File: src/rtl/piso_shift_register.sv
// Parallel-in/serial-out shift register: accepts a WIDTH-bit word over valid/ready
// and shifts it out one bit per clock with a per-bit valid and a last-bit strobe.
module piso_shift_register #(
  parameter int WIDTH      = 8,
  parameter bit MSB_FIRST  = 1'b0,
  parameter bit IDLE_LEVEL = 1'b0
) (
  input  logic             clk,
  input  logic             rst,
  input  logic             load_valid,
  output logic             load_ready,
  input  logic [WIDTH-1:0] load_data,
  output logic             ser_out,
  output logic             ser_valid,
  output logic             busy,
  output logic             done
);

  localparam int CNT_W = $clog2(WIDTH);
  localparam logic [CNT_W-1:0] LAST_BIT = CNT_W'(WIDTH - 1);

  typedef enum logic {
    IDLE  = 1'b0,
    SHIFT = 1'b1
  } state_t;

  state_t           state, state_nxt;
  logic [WIDTH-1:0] shreg, shreg_nxt;
  logic [CNT_W-1:0] bit_cnt, bit_cnt_nxt;

  logic last_bit;
  logic accept;

  // Every output is a decode of the registers, so nothing here depends on inputs.
  assign last_bit   = (state == SHIFT) && (bit_cnt == LAST_BIT);
  assign load_ready = (state == IDLE) || last_bit;
  assign ser_valid  = (state == SHIFT);
  assign busy       = (state == SHIFT);
  assign done       = last_bit;
  assign ser_out    = (state == SHIFT) ? (MSB_FIRST ? shreg[WIDTH-1] : shreg[0])
                                       : IDLE_LEVEL;

  assign accept = load_valid && load_ready;

  // NOTE: every variable gets its hold value first so no path leaves it unassigned,
  // which would otherwise infer a latch.
  always_comb begin
    state_nxt   = state;
    shreg_nxt   = shreg;
    bit_cnt_nxt = bit_cnt;
    unique case (state)
      IDLE: begin
        if (accept) begin
          shreg_nxt   = load_data;
          bit_cnt_nxt = '0;
          state_nxt   = SHIFT;
        end
      end
      SHIFT: begin
        if (bit_cnt == LAST_BIT) begin
          // Reloading on the last bit keeps back-to-back words gap-free.
          if (accept) begin
            shreg_nxt   = load_data;
            bit_cnt_nxt = '0;
          end else begin
            bit_cnt_nxt = '0;
            state_nxt   = IDLE;
          end
        end else begin
          bit_cnt_nxt = bit_cnt + CNT_W'(1);
          if (MSB_FIRST) shreg_nxt = {shreg[WIDTH-2:0], 1'b0};
          else           shreg_nxt = {1'b0, shreg[WIDTH-1:1]};
        end
      end
      default: state_nxt = IDLE;
    endcase
  end

  // NOTE: state registers use non-blocking assignments so every flop samples
  // the pre-edge value of its neighbours.
  always_ff @(posedge clk) begin
    if (rst) begin
      state   <= IDLE;
      bit_cnt <= '0;
      shreg   <= '0;
    end else begin
      state   <= state_nxt;
      bit_cnt <= bit_cnt_nxt;
      shreg   <= shreg_nxt;
    end
  end

endmodule

File: config.mk
export PLATFORM = sky130hd
export DESIGN_NAME = piso_shift_register
export DESIGN_NICKNAME = d
export VERILOG_FILES = /design/src/rtl/piso_shift_register.sv
export SDC_FILE = /design/constraint.sdc
export NUM_CORES = 1
export LEC_CHECK = 0
export CORE_MARGIN = 3
export CORE_UTILIZATION = 31
export CTS_BUF_LIST = sky130_fd_sc_hd__clkbuf_8
export DETAILED_ROUTE_END_ITERATION = 16
export PLACE_DENSITY_LB_ADDON = 0.3
export SKIP_CTS_REPAIR_TIMING = 1
export SLEW_MARGIN = 40
export SYNTH_ARGS = -nofsm -noshare
export SYNTH_HDL_FRONTEND = slang
export SYNTH_SLANG_ARGS = --single-unit
File: constraint.sdc
create_clock -name clk -period 1.8 [get_ports clk]
set_input_delay 0.54 -clock clk [delete_from_list [all_inputs] [get_ports clk]]
set_output_delay 0.54 -clock clk [all_outputs]
set_load 0.01 [all_outputs]
==> impl_metrics.env, run 1 <==
export IMPL_syn2layout_area_growth_pct=46.17
export IMPL_max_freq_ghz=0.5752
export IMPL_wl_per_cell_um=11.99
export IMPL_period_minus_slack_ns=1.739
export IMPL_reg2reg_from="bit_cnt[0]$_SDFFE_PP0P_"
export IMPL_synth_edf_count=0
export IMPL_diodes=0
export IMPL_antenna_left=0
export IMPL_grtUsageTotal_pct=11.10
export IMPL_final_hold_viol_count=0
export IMPL_synth_nets=70
export IMPL_cts_made_buffers=3
export IMPL_tritoncts="done"
export IMPL_grt_max_degree=11
export IMPL_drtIter0Drc=3
export IMPL_synthFlopType="dfxtp_1"
export IMPL_wirelength_um=1259
export IMPL_clock_sinks=12
export IMPL_fin_nets=95
export IMPL_synth_top_family_by_area="simple AND/OR/NAND/NOR gates"
export IMPL_synth_cell_types=17
export IMPL_antenna_found_initial=0
export IMPL_die_w_um=49.56
export IMPL_leakagePower_nw=0.3863
export IMPL_hold_class="flop to flop"
export IMPL_yosysSeqAreaShare_pct=40.85
export IMPL_synth_area_sq_um=588.1
export IMPL_drc_errors=0
export IMPL_dr_pass1_iters=3
export IMPL_rr_endpoint="bit_cnt[0]$_SDFFE_PP0P_"
export IMPL_grt_overflow_total=0
export IMPL_syn_area_per_cell_sq_um=10.32
export IMPL_tightest_slew_ns=0.3900
export IMPL_grt_pass1_vias=483
export IMPL_crit_end="done"
export IMPL_cap_viol_max_count=0
export IMPL_cp_slowest_stage_delay_ns=0.31
export IMPL_root_buffer="clkbuf_8"
export IMPL_layout_drive_gt1_share_pct=25.00
export IMPL_worstPathRequired_ns=1.26
export IMPL_rrSetupSlack_ns=0.42
export IMPL_yosys_warnings=0
export IMPL_port_buffers=15
export IMPL_cts_htree_levels=1
export IMPL_synth_compound_area_share_pct=12.34
export IMPL_die_area_sq_mm=0.002456
export IMPL_initial_core_util_pct=33.33
export IMPL_synth_async_sr_flop_share_pct=0
export IMPL_rsz0062_at_grt="no"
export IMPL_criticalPathCategory="flop to output pin"
export IMPL_cp_startpoint="bit_cnt[0]$_SDFFE_PP0P_"
export IMPL_tns_ns=0
export IMPL_synthCells=57
export IMPL_grt_pass1_wl_um=2090
export IMPL_path_max_fanout=3
export IMPL_finalWorstSetupSlack_ns=0.06137
export IMPL_muxShareOfSynthArea_pct=13.83
export IMPL_place_gp_congestion=0.6806
export IMPL_dieHeight_um=49.56
export IMPL_power_density_mw_per_mm2=745.0
export IMPL_rr_worst_depth=5
export IMPL_relSlewSlack_pct=73.92
export IMPL_fin_crit_sh_pct=96.59
export IMPL_vdd_drop_max_mv=0.4108
export IMPL_cp_start_kind="flop"
export IMPL_path_delay_family="adder cells"
export IMPL_power_total_uw=640.3
export IMPL_worstSkewPairLatency_ns=0.23
export IMPL_vias=499
export IMPL_clk_pin_slew_ns=0.05
export IMPL_final_cell_mix="11 x dfxtp_1, 11 x clkdlybuf4s50_1, 11 x buf_4"
export IMPL_preCtsSetupSlack_ns=-0.09574
export IMPL_synthAdderAreaFrac_pct=4.255
export IMPL_status="complete, no violations"
export IMPL_dp_hpwl_um=901.4
export IMPL_maxSlewViolCount=0
export IMPL_boundaryPins=16
export IMPL_setup_viol=0
export IMPL_core_area_sq_mm=0.001764
export IMPL_crit_cells=4
export IMPL_fillers=191
export IMPL_slowest_stage="dfxtp_1"
export IMPL_yosys_area_share_simple_pct=20.85
export IMPL_via_per_inst=4.752
export IMPL_cts_buffer_depth=2
export IMPL_cp_cell_sequence="ha_1 -> ha_2 -> and2_1 -> clkbuf_2"
export IMPL_num_rows=15
export IMPL_critPathArrivalTime_ns=1.20
export IMPL_synthXorXnorAreaFrac_pct=0
export IMPL_clock_skew_ns=0.0004994
export IMPL_crit_buf_inv=1
export IMPL_end_kind="output pin"
export IMPL_ys_seq_elements=12
[flip-flops by register name, indices dropped and copies added, names as in the netlist]
signal   cells
shreg        8
bit_cnt      3
busy         1
[tightest hold or removal path: stages, from the launching register on]
cell and delay [ns]:
dfxtp_1 0.31, mux2i_1 0.12, a211oi_1 0.08
[per-layer routing]
| metal | wire length [um] | track usage (%) | part of all wire, % | vias up |
|---|---|---|---|---|
| li1 | - | - | - | 253 |
| met1 | 564 | 13.10 | 45 | 232 |
| met2 | 622 | 17.84 | 49 | 12 |
| met3 | 57 | 2.719 | 4.5 | 2 |
| met4 | 14 | 6.912 | 1.1 | 0 |
| met5 | 0 | 0 | 0 | - |
[cells by family (layout without fill, tap and decap cells)]
kind of cell             after synthesis  in the layout
multiplexers                           8              8
AO/OA/AOI/OAI                         11             11
AND/OR/NAND/NOR                       17             17
adder cells (fa/ha/maj)                2              2
flip-flops                            12             12
buffers and inverters                  7             30
[metrics by stage]
step	cell area, sq um	hold slack [ns]	instances	util (%)
after floorplan	588.1	0.5112	57	-
after global routing	859.6	0.5946	105	48.72
final	859.6	0.5625	105	48.72
after global placement	787.0	0.5455	99	44.61
after CTS	828.3	0.5599	102	46.95
after detailed placement	787.0	0.5533	99	44.61
[area by class of cell]
| cell class | count | area [sq um] | share of cell area (%) |
|---|---|---|---|
| Sequential cell | 12 | 244.0 | 28.38 |
| Multi-Input combinational cell | 38 | 311.5 | 36.24 |
| Clock buffer | 3 | 41.29 | 4.803 |
| Tap cell | 25 | 31.28 | 3.639 |
| Inverter | 1 | 3.754 | 0.4367 |
| Timing Repair Buffer | 26 | 227.7 | 26.49 |
[synth_stat cells (2+ instances only)]
| cell type | number | area share [%] |
|---|---|---|
| mux2i_1 | 7 | 12 |
| nand2_1 | 2 | 1.3 |
| and2_1 | 2 | 2.1 |
| ha_1 | 2 | 4.3 |
| or3b_1 | 4 | 6.0 |
| a211oi_1 | 7 | 8.9 |
| dfxtp_1 | 12 | 41 |
| clkbuf_1 | 2 | 1.3 |
| a21oi_1 | 4 | 3.4 |
| buf_6 | 2 | 3.8 |
| nor3b_1 | 7 | 8.9 |
[where the power goes]
group / switching (mW) / leakage, nW / internal (mW)
sequential: 0.0115 / 0.0996 / 0.285
combinational: 0.0428 / 0.265 / 0.0712
clock: 0.0837 / 0.0216 / 0.146
total: 0.138 / 0.386 / 0.502
[worst min path at each step]
stage / start / end / slack [ns] / cells past startpoint
2_1_floorplan: bit_cnt[0]$_SDFFE_PP0P_ / bit_cnt[0]$_SDFFE_PP0P_ / 0.51 / 2
3_3_place_gp: shreg[6]$_SDFF_PP0_ / shreg[6]$_SDFF_PP0_ / 0.55 / 2
3_5_place_dp: bit_cnt[1]$_SDFFE_PP0P_ / bit_cnt[1]$_SDFFE_PP0P_ / 0.55 / 2
4_1_cts: bit_cnt[1]$_SDFFE_PP0P_ / bit_cnt[1]$_SDFFE_PP0P_ / 0.56 / 2
5_1_grt: bit_cnt[1]$_SDFFE_PP0P_ / bit_cnt[1]$_SDFFE_PP0P_ / 0.59 / 2
6_report: shreg[5]$_SDFF_PP0_ / shreg[5]$_SDFF_PP0_ / 0.56 / 2
Power figures use the tool's default switching activity.
==> inputs of run 2 (changes only) <==
--- a/config.mk
+++ b/config.mk
@@ -9,6 +9,7 @@
 export CORE_UTILIZATION = 31
 export CTS_BUF_LIST = sky130_fd_sc_hd__clkbuf_8
 export DETAILED_ROUTE_END_ITERATION = 16
+export DONT_BUFFER_PORTS = 1
 export PLACE_DENSITY_LB_ADDON = 0.3
 export SKIP_CTS_REPAIR_TIMING = 1
 export SLEW_MARGIN = 40
==> run 2 against run 1 <==
Sequential power hardly changed. Fmax grew 1.9%. Worst setup slack gained 0.032 ns. Cell count decreased by 22%. Sequential cell count did not move. Critical path type unchanged. Critical endpoint is now load_ready. Largest cell class unchanged. Largest power group unchanged.
==> impl_metrics.env, run 2 (same netlist as run 1, synthesis figures left out) <==
export IMPL_status="complete, no violations"
export IMPL_rr_endpoint="shreg[5]$_SDFF_PP0_"
export IMPL_cts_htree_levels=1
export IMPL_vias=402
export IMPL_worstSkewPairLatency_ns=0.23
export IMPL_crit_buf_inv=0
export IMPL_grt_pass1_wl_um=1897
export IMPL_die_w_um=49.56
export IMPL_layout_drive_gt1_share_pct=12.28
export IMPL_vdd_drop_max_mv=0.3696
export IMPL_cap_viol_max_count=0
export IMPL_wl_per_cell_um=13.46
export IMPL_fin_nets=72
export IMPL_end_kind="output pin"
export IMPL_cp_cell_sequence="ha_1 -> ha_1 -> nand2b_1"
export IMPL_multi_input_area_sq_um=301.5
export IMPL_wirelength_um=1104
export IMPL_fillers=195
export IMPL_max_freq_ghz=0.5858
export IMPL_rr_worst_depth=5
export IMPL_maxSlewViolCount=0
export IMPL_grt_overflow_total=0
export IMPL_syn2layout_area_growth_pct=8.936
export IMPL_antenna_found_initial=0
export IMPL_drc_errors=0
export IMPL_root_buffer="clkbuf_8"
export IMPL_initial_core_util_pct=33.33
export IMPL_cp_start_kind="flop"
export IMPL_cp_slowest_stage_delay_ns=0.31
export IMPL_criticalPathCategory="flop to output pin"
export IMPL_relSlewSlack_pct=69.89
export IMPL_final_area_sq_um=640.6
export IMPL_place_gp_congestion=0.6696
export IMPL_dpl_cell_area_sq_um=599.3
export IMPL_port_buffers=0
export IMPL_regMostFlops="shreg"
export IMPL_tritoncts="done"
export IMPL_clock_skew_ns=0.0006302
export IMPL_cp_startpoint="bit_cnt[0]$_SDFFE_PP0P_"
export IMPL_leakagePower_nw=0.2596
export IMPL_dieHeight_um=49.56
export IMPL_hold_class="input port to flop"
export IMPL_final_hold_viol_count=0
export IMPL_crit_cells=3
export IMPL_die_area_sq_mm=0.002456
export IMPL_final_cell_mix="12 x dfxtp_1, 7 x mux2i_1, 7 x nor3b_1, 7 x a211oi_1"
export IMPL_hold_slack_ns=0.3678
export IMPL_grtUsageTotal_pct=10.17
export IMPL_dr_pass1_iters=4
export IMPL_rsz0062_at_grt="no"
export IMPL_largest_reg_flops=8
export IMPL_period_minus_slack_ns=1.707
export IMPL_rrSetupSlack_ns=0.35
export IMPL_final_common_cell="dfxtp_1"
export IMPL_cts_made_buffers=3
export IMPL_cts_buffer_depth=2
export IMPL_reg2reg_from="bit_cnt[0]$_SDFFE_PP0P_"
export IMPL_grt_max_degree=18
export IMPL_diodes=0
export IMPL_drtIter0Drc=2
export IMPL_setup_viol=0
export IMPL_crit_top_cell="ha_1"
export IMPL_path_delay_family="adder cells"
export IMPL_tightest_slew_ns=0.4510
export IMPL_num_rows=15
export IMPL_via_per_inst=4.902
export IMPL_core_area_sq_mm=0.001764
export IMPL_final_util_pct=36.31
export IMPL_power_density_mw_per_mm2=921.4
export IMPL_boundaryPins=16
export IMPL_fin_crit_sh_pct=94.84
export IMPL_clock_sinks=12
export IMPL_path_max_fanout=3
export IMPL_antenna_left=0
export IMPL_slowest_stage="dfxtp_1"
export IMPL_clk_pin_slew_ns=0.05
export IMPL_grt_pass1_vias=394
export IMPL_regArea_sq_um=240.2
export IMPL_tns_ns=0
export IMPL_crit_end="load_ready"
export IMPL_worstPathRequired_ns=1.26
export IMPL_critPathArrivalTime_ns=1.17
run 2: area by class of cell:
class	count	area share [%]
clock buffers	3	6.445
inverters	1	0.5859
multi-input cells	38	47.07
flip-flops and latches	12	37.50
well taps	25	4.883
repair buffers	3	3.516
run 2: how the worst min path moves through the flow:
stage	start	endpoint	slack [ns]	cells after the start
3_5_place_dp	bit_cnt[0]$_SDFFE_PP0P_	bit_cnt[0]$_SDFFE_PP0P_	0.54	2
2_1_floorplan	bit_cnt[0]$_SDFFE_PP0P_	bit_cnt[0]$_SDFFE_PP0P_	0.51	2
4_1_cts	rst	busy$_SDFF_PP0_	0.36	1
6_report	rst	busy$_SDFF_PP0_	0.37	1
5_1_grt	rst	busy$_SDFF_PP0_	0.36	1
3_3_place_gp	bit_cnt[0]$_SDFFE_PP0P_	bit_cnt[0]$_SDFFE_PP0P_	0.52	2
run 2: where the power goes:
part / internal (mW) / switching [mW] / total, mW
Clock: 0.147 / 0.0904 / 0.237
Sequential: 0.285 / 0.0140 / 0.299
Combinational: 0.0315 / 0.0224 / 0.0539
Total: 0.463 / 0.127 / 0.590
run 2: layer usage:
layer	up-vias	global-route usage, %	share of wire [%]
li1	210	-	-
met1	177	13.36	51
met2	13	13.88	42
met3	2	4.230	6.1
met4	0	5.530	1.5
met5	-	0	0
run 2: through the flow:
stage / std cells / setup slack [ns] / power, mW
finish: 82 / 0.09296 / 0.5903
detailed placement: 79 / 0.3475 / 0.3587
floorplan: 57 / 0.1751 / 0.3583
global route: 82 / 0.05333 / 0.6198
global placement: 79 / 0.3554 / 0.3575
CTS: 82 / 0.08826 / 0.5967
